`src/rtl/handshake_pkg.sv`:
```
// Shared handshake helpers: counter sizing and the up/down/hold selector
// codes used by the elastic token counters.
package handshake_pkg;

    localparam int DEPTH_MAX = 255;

    // Never returns 0, so a counter is at least one bit wide.
    function automatic int clog2_min1(input int value);
        int w;
        w = 1;
        while ((1 << w) < value) begin
            w++;
        end
        return w;
    endfunction

    // Widest counter any legal DEPTH can need; handy for debug buses.
    typedef logic [clog2_min1(DEPTH_MAX + 1)-1:0] cnt_t;

    localparam logic [1:0] CNT_HOLD = 2'd0;
    localparam logic [1:0] CNT_INC  = 2'd1;
    localparam logic [1:0] CNT_DEC  = 2'd2;

    // Simultaneous inc and dec cancel out and leave the count untouched.
    function automatic logic [1:0] cnt_sel(input logic inc, input logic dec);
        logic [1:0] sel;
        sel = CNT_HOLD;
        if (inc && !dec) begin
            sel = CNT_INC;
        end else if (dec && !inc) begin
            sel = CNT_DEC;
        end
        return sel;
    endfunction

endpackage

```
`src/rtl/handshake_token_counter.sv`:
```
// Token counter 0..DEPTH with full/empty flags registered from the next
// count, so the flags never lag the count.
module handshake_token_counter
    import handshake_pkg::*;
#(
    parameter int DEPTH = 2,
    localparam int CW = clog2_min1(DEPTH + 1)
) (
    input  logic          clk,
    input  logic          rst,
    input  logic          inc,
    input  logic          dec,
    output logic          full,
    output logic          empty,
    output logic [CW-1:0] count
);

    localparam logic [CW-1:0] DEPTH_C = CW'(DEPTH);

    logic [CW-1:0] cnt_q;
    logic [CW-1:0] cnt_next;
    logic          full_q;
    logic          empty_q;
    logic [1:0]    sel;

    always_comb begin
        // NOTE: every always_comb output gets a default first so no path can infer a latch.
        sel      = cnt_sel(inc, dec);
        cnt_next = cnt_q;
        case (sel)
            CNT_INC: cnt_next = cnt_q + 1'b1;
            CNT_DEC: cnt_next = cnt_q - 1'b1;
            default: cnt_next = cnt_q;
        endcase
    end

    always_ff @(posedge clk) begin
        // NOTE: state uses non-blocking assignments so every register samples pre-edge values.
        if (!rst) begin
            cnt_q   <= '0;
            full_q  <= 1'b0;
            empty_q <= 1'b1;
        end else begin
            cnt_q   <= cnt_next;
            full_q  <= (cnt_next == DEPTH_C);
            empty_q <= (cnt_next == '0);
        end
    end

    assign full  = full_q;
    assign empty = empty_q;
    assign count = cnt_q;

endmodule

```
`src/rtl/handshake_constant_buffered.sv`:
```
// Elastic dataflow constant: each ctrl token becomes one outs token carrying VALUE.
// Define HANDSHAKE_CONSTANT_BYPASS_EN for a zero-latency path when no tokens are stored.
module handshake_constant_buffered
    import handshake_pkg::*;
#(
    parameter int          DATA_WIDTH = 32,
    parameter logic [63:0] VALUE      = 64'd0,
    parameter int          DEPTH      = 2,
    parameter int          CNT_WIDTH  = $clog2(DEPTH + 1)
) (
    input  logic                  clk,
    input  logic                  rst,
    input  logic                  ctrl_valid,
    output logic                  ctrl_ready,
    output logic [DATA_WIDTH-1:0] outs,
    output logic                  outs_valid,
    input  logic                  outs_ready
);

    logic                 full_q;
    logic                 empty_q;
    logic [CNT_WIDTH-1:0] cnt;
    logic                 in_fire;
    logic                 out_fire;

    assign outs       = DATA_WIDTH'(VALUE);
    assign ctrl_ready = ~full_q;

`ifdef HANDSHAKE_CONSTANT_BYPASS_EN
    // Pass-through when empty: inc and dec fire together, so cnt stays 0.
    // Gated by rst so nothing is offered while the block is held in reset.
    assign outs_valid = ~empty_q | (ctrl_valid & rst);
`else
    assign outs_valid = ~empty_q;
`endif

    assign in_fire  = ctrl_valid & ctrl_ready;
    assign out_fire = outs_valid & outs_ready;

    handshake_token_counter #(
        .DEPTH (DEPTH)
    ) u_counter (
        .clk   (clk),
        .rst   (rst),
        .inc   (in_fire),
        .dec   (out_fire),
        .full  (full_q),
        .empty (empty_q),
        .count (cnt)
    );

    cnt_in_range: assert property (@(posedge clk) disable iff (!rst) cnt <= CNT_WIDTH'(DEPTH));

endmodule

```
`config.mk`:
```
export PLATFORM = sky130hd
export DESIGN_NAME = handshake_constant_buffered
export DESIGN_NICKNAME = d
export VERILOG_FILES = /design/src/rtl/handshake_pkg.sv /design/src/rtl/handshake_token_counter.sv /design/src/rtl/handshake_constant_buffered.sv
export SDC_FILE = /design/constraint.sdc
export NUM_CORES = 1
export LEC_CHECK = 0
export BUFFER_PORTS_ARGS = -buffer_cell sky130_fd_sc_hd__buf_4
export CORE_AREA = 8 8 45 47
export DETAILED_ROUTE_END_ITERATION = 6
export DIE_AREA = 0 0 53 55
export HOLD_SLACK_MARGIN = 0.05
export PLACE_DENSITY = 0.7
export SKIP_LAST_GASP = 1
export SLEW_MARGIN = 10
export SYNTH_ARGS = -nofsm -noshare
export SYNTH_HDL_FRONTEND = slang
export SYNTH_SLANG_ARGS = --single-unit
```
`constraint.sdc`:
```
create_clock -name clk -period 1.8 [get_ports clk]
set_clock_uncertainty 0.2 [all_clocks]
set_input_delay 0 -clock clk [delete_from_list [all_inputs] [get_ports clk]]
set_output_delay 0 -clock clk [all_outputs]
set_load 0.005 [all_outputs]
```
==> key figures <==
Clocking
  • Sink Count: 4
  • TritonCTS clock tree: yes
  • H-tree Lvls: 1
  • Clk buf depth: 2
  • TritonCTS buffer count: 3
  • Post-CTS Hold Buffers: 1
  • CTS Root Cell: clkbuf_4
  • Clk slew on worst S/H paths: 40 ps
  • Setup Fix Bufs, Post-CTS: 0
  • Clock Latency Late Sink: 230 ps
  • Cts repair resizes: 0

Place
  • DPL Wire Length: 632 µm
  • Port Buffers: 5
  • Placed cell area: 373 µm²
  • GPL Wtd Cong: 0.616

Logic synthesis
  • Top post-synthesis cells by area: buf_4 55%, dfxtp_1 18%, nand2b_1 4.3%
  • YS warnings: 0
  • Synth cell types: 17
  • Top cell type by total area after synthesis: buf_4
  • Number of synthesized register bits: 4
  • Count of mapped cells out of synthesis: 55
  • Cell area after synthesis: 439 µm²
  • Syn Area/Cell: 7.98 µm²
  • Register area share after synthesis: 18.2%
  • Share of the synthesized area in the top cell type: 54.7%

Worst setup path
  • Max incr delay on CP: 350 ps
  • Worst-path fanout max: 4
  • CP required: 1760 ps
  • R2R depth: 5
  • Reg-to-Reg End: u_counter.count[1]$_SDFF_PN0_
  • Crit path launch type: register
  • Critical path's top delay family: simple AND/OR/NAND/NOR gates
  • Cell Chain, Critical Path: inv_1, nand2_1, ha_1, or3_1, a21boi_1
  • Critical path data arrival time: 1460 ps
  • Crit path capture type: register
  • CP max stage cell: or3_1
  • Critical R2R Launch: u_counter.full$_SDFF_PN0_
  • Critical path class: reg2reg
  • Worst R2R Setup Slack: 300 ps
  • Buf/Inv on CP: 1

Detailed routing
  • Final wirelength: 710 µm
  • DRT antenna net count: 0
  • Router iterations before antenna repair: 2
  • Avg WL per Cell: 8.99 µm
  • Vias: 254
  • DR iter-0 viols: 2
  • DRC errors left: 0
  • Vias per inst: 3.22

Cells and area
  • Fin area: 405 µm²
  • Most frequent cells in the layout: 32 x conb_1, 5 x buf_4, 4 x dfxtp_1
  • Layout Utilization: 29.3%
  • Area delta synth->final: -7.69%
  • Commonest non-fill, non-tap cell in the layout: conb_1
  • Total Nets Final: 70
  • Ant diodes: 0
  • Share of cells above drive strength 1: 12.7%

Floorplanning
  • I/O pin count: 38
  • Effective utilization at floorplan: 31.7%
  • Floorplan row count: 14
  • Chip width: 53 µm
  • Die area: 2920 µm²
  • Core box area: 1380 µm²
  • Die H: 55 µm

STA
  • RSZ-0062 raised after global routing: no
  • Fin crit share: 83.4%
  • Finish-stage setup viols: 0
  • Post-layout min period: 1500 ps
  • Setup TNS: 0 ps
  • Fmax achieved: 0.666 GHz
  • Fin. Hold Viols: 0
  • Max Slew Vio Count: 0

Pwr
  • Leakage: 0.233 nW
  • Switch share: 30.0%
  • Register share of total power: 36.5%
  • Sw Pwr: 0.0957 mW
  • Total power: 0.319 mW
  • Max VDD drop: 333 µV
  • P_int: 0.223 mW
  • Clk pwr share: 34.0%
  • PD cells: 786 nW/µm²
  • Logic gate share of total power: 29.5%

Global routing
  • Remaining global-route overflow: 0
  • Largest net degree at the start of global routing: 6
  • Total Routing Usage GR: 5.03%
  • Vias in the first global route: 228
  • First-pass GRT wire length: 1010 µm
  • Initial antenna violation count: 0

Run status
  • Outcome: finished clean

Hold path
  • HP Class: in2reg
  • Hold_sp: ctrl_valid
  • Worst Hold Depth: 5
  • Hold Path End: u_counter.count[1]$_SDFF_PN0_

Flow run
  • Max cap viols: 0
[cells in the mapped netlist]
master / instances
a21boi_1: 1
and2_1: 1
and3_1: 1
buf_4: 32
conb_1: 1
dfxtp_1: 4
ha_1: 1
inv_1: 3
nand2_1: 1
nand2b_1: 3
nor2b_1: 1
o211ai_1: 1
o21ai_0: 1
o22ai_1: 1
or3_1: 1
xnor2_1: 1
xor2_1: 1
[sequential cells by signal, indices dropped and copies added, names as in the netlist]
signal	count
u_counter.full	1
u_counter.count	2
u_counter.empty	1
[final cells by class]
cell class	instances	area, µm²
repair buffers	6	47.5
clock buffers	3	22.5
flip-flops and latches	4	80.1
well taps	16	20.0
multi-input cells	47	224
inverters	3	11.3
fillers	168	978
[power by group through the flow]
stage | combinational, mW | clock [mW] | sequential [mW]
2_1_floorplan | 0.116 | 0 | 0.115
3_3_place_gp | 0.0872 | 0 | 0.116
3_5_place_dp | 0.0900 | 0 | 0.118
4_1_cts | 0.0927 | 0.116 | 0.116
5_1_grt | 0.111 | 0.125 | 0.118
6_report | 0.0939 | 0.108 | 0.116
[how the worst max path moves through the flow]
stage | start | endpoint | cells past startpoint
2_1_floorplan | u_counter.full$_SDFF_PN0_ | u_counter.count[1]$_SDFF_PN0_ | 5
3_3_place_gp | u_counter.full$_SDFF_PN0_ | u_counter.count[1]$_SDFF_PN0_ | 5
3_5_place_dp | u_counter.full$_SDFF_PN0_ | u_counter.count[1]$_SDFF_PN0_ | 5
4_1_cts | u_counter.full$_SDFF_PN0_ | u_counter.count[1]$_SDFF_PN0_ | 5
5_1_grt | u_counter.full$_SDFF_PN0_ | u_counter.count[1]$_SDFF_PN0_ | 6
6_report | u_counter.full$_SDFF_PN0_ | u_counter.count[1]$_SDFF_PN0_ | 5
[worst register-to-register path, delay by kind of cell, from the launching register on]
kind                     cells  cell delay (ps)
AO/OA/AOI/OAI                1              130
flip-flops                   1              290
AND/OR/NAND/NOR              2              410
adder cells (fa/ha/maj)      1              330
buffers and inverters        1               60
[cell families (layout without fill, tap and decap cells)]
kind of cell             count (synthesis)  count (layout)  synth area share, %
adder cells (fa/ha/maj)                  1               1                 2.85
other                                    1              32                0.854
buffers and inverters                   35              12                 57.3
flip-flops                               4               4                 18.2
AO/OA/AOI/OAI                            4               4                 5.98
AND/OR/NAND/NOR                          8               8                 10.8
XOR/XNOR                                 2               2                 3.99
[metrics by stage]
stage	cells	setup WS (ps)	hold WS, ps
2_1_floorplan	86	367	-111
3_3_place_gp	75	344	30.3
3_5_place_dp	75	308	31.0
4_1_cts	79	283	145
5_1_grt	79	219	180
6_report	79	299	148
[layer usage]
| layer | GRT usage (%) | part of all wire [%] | vias up | wire [µm] |
|---|---|---|---|---|
| met1 | 3.80 | 29 | 107 | 209 |
| met4 | 1.29 | 0 | 0 | 0 |
| li1 | - | - | 124 | - |
| met5 | 0 | 0 | - | 0 |
| met2 | 7.81 | 48 | 23 | 341 |
| met3 | 6.42 | 22 | 0 | 159 |
Note: power is estimated with default switching activity, not from simulation.
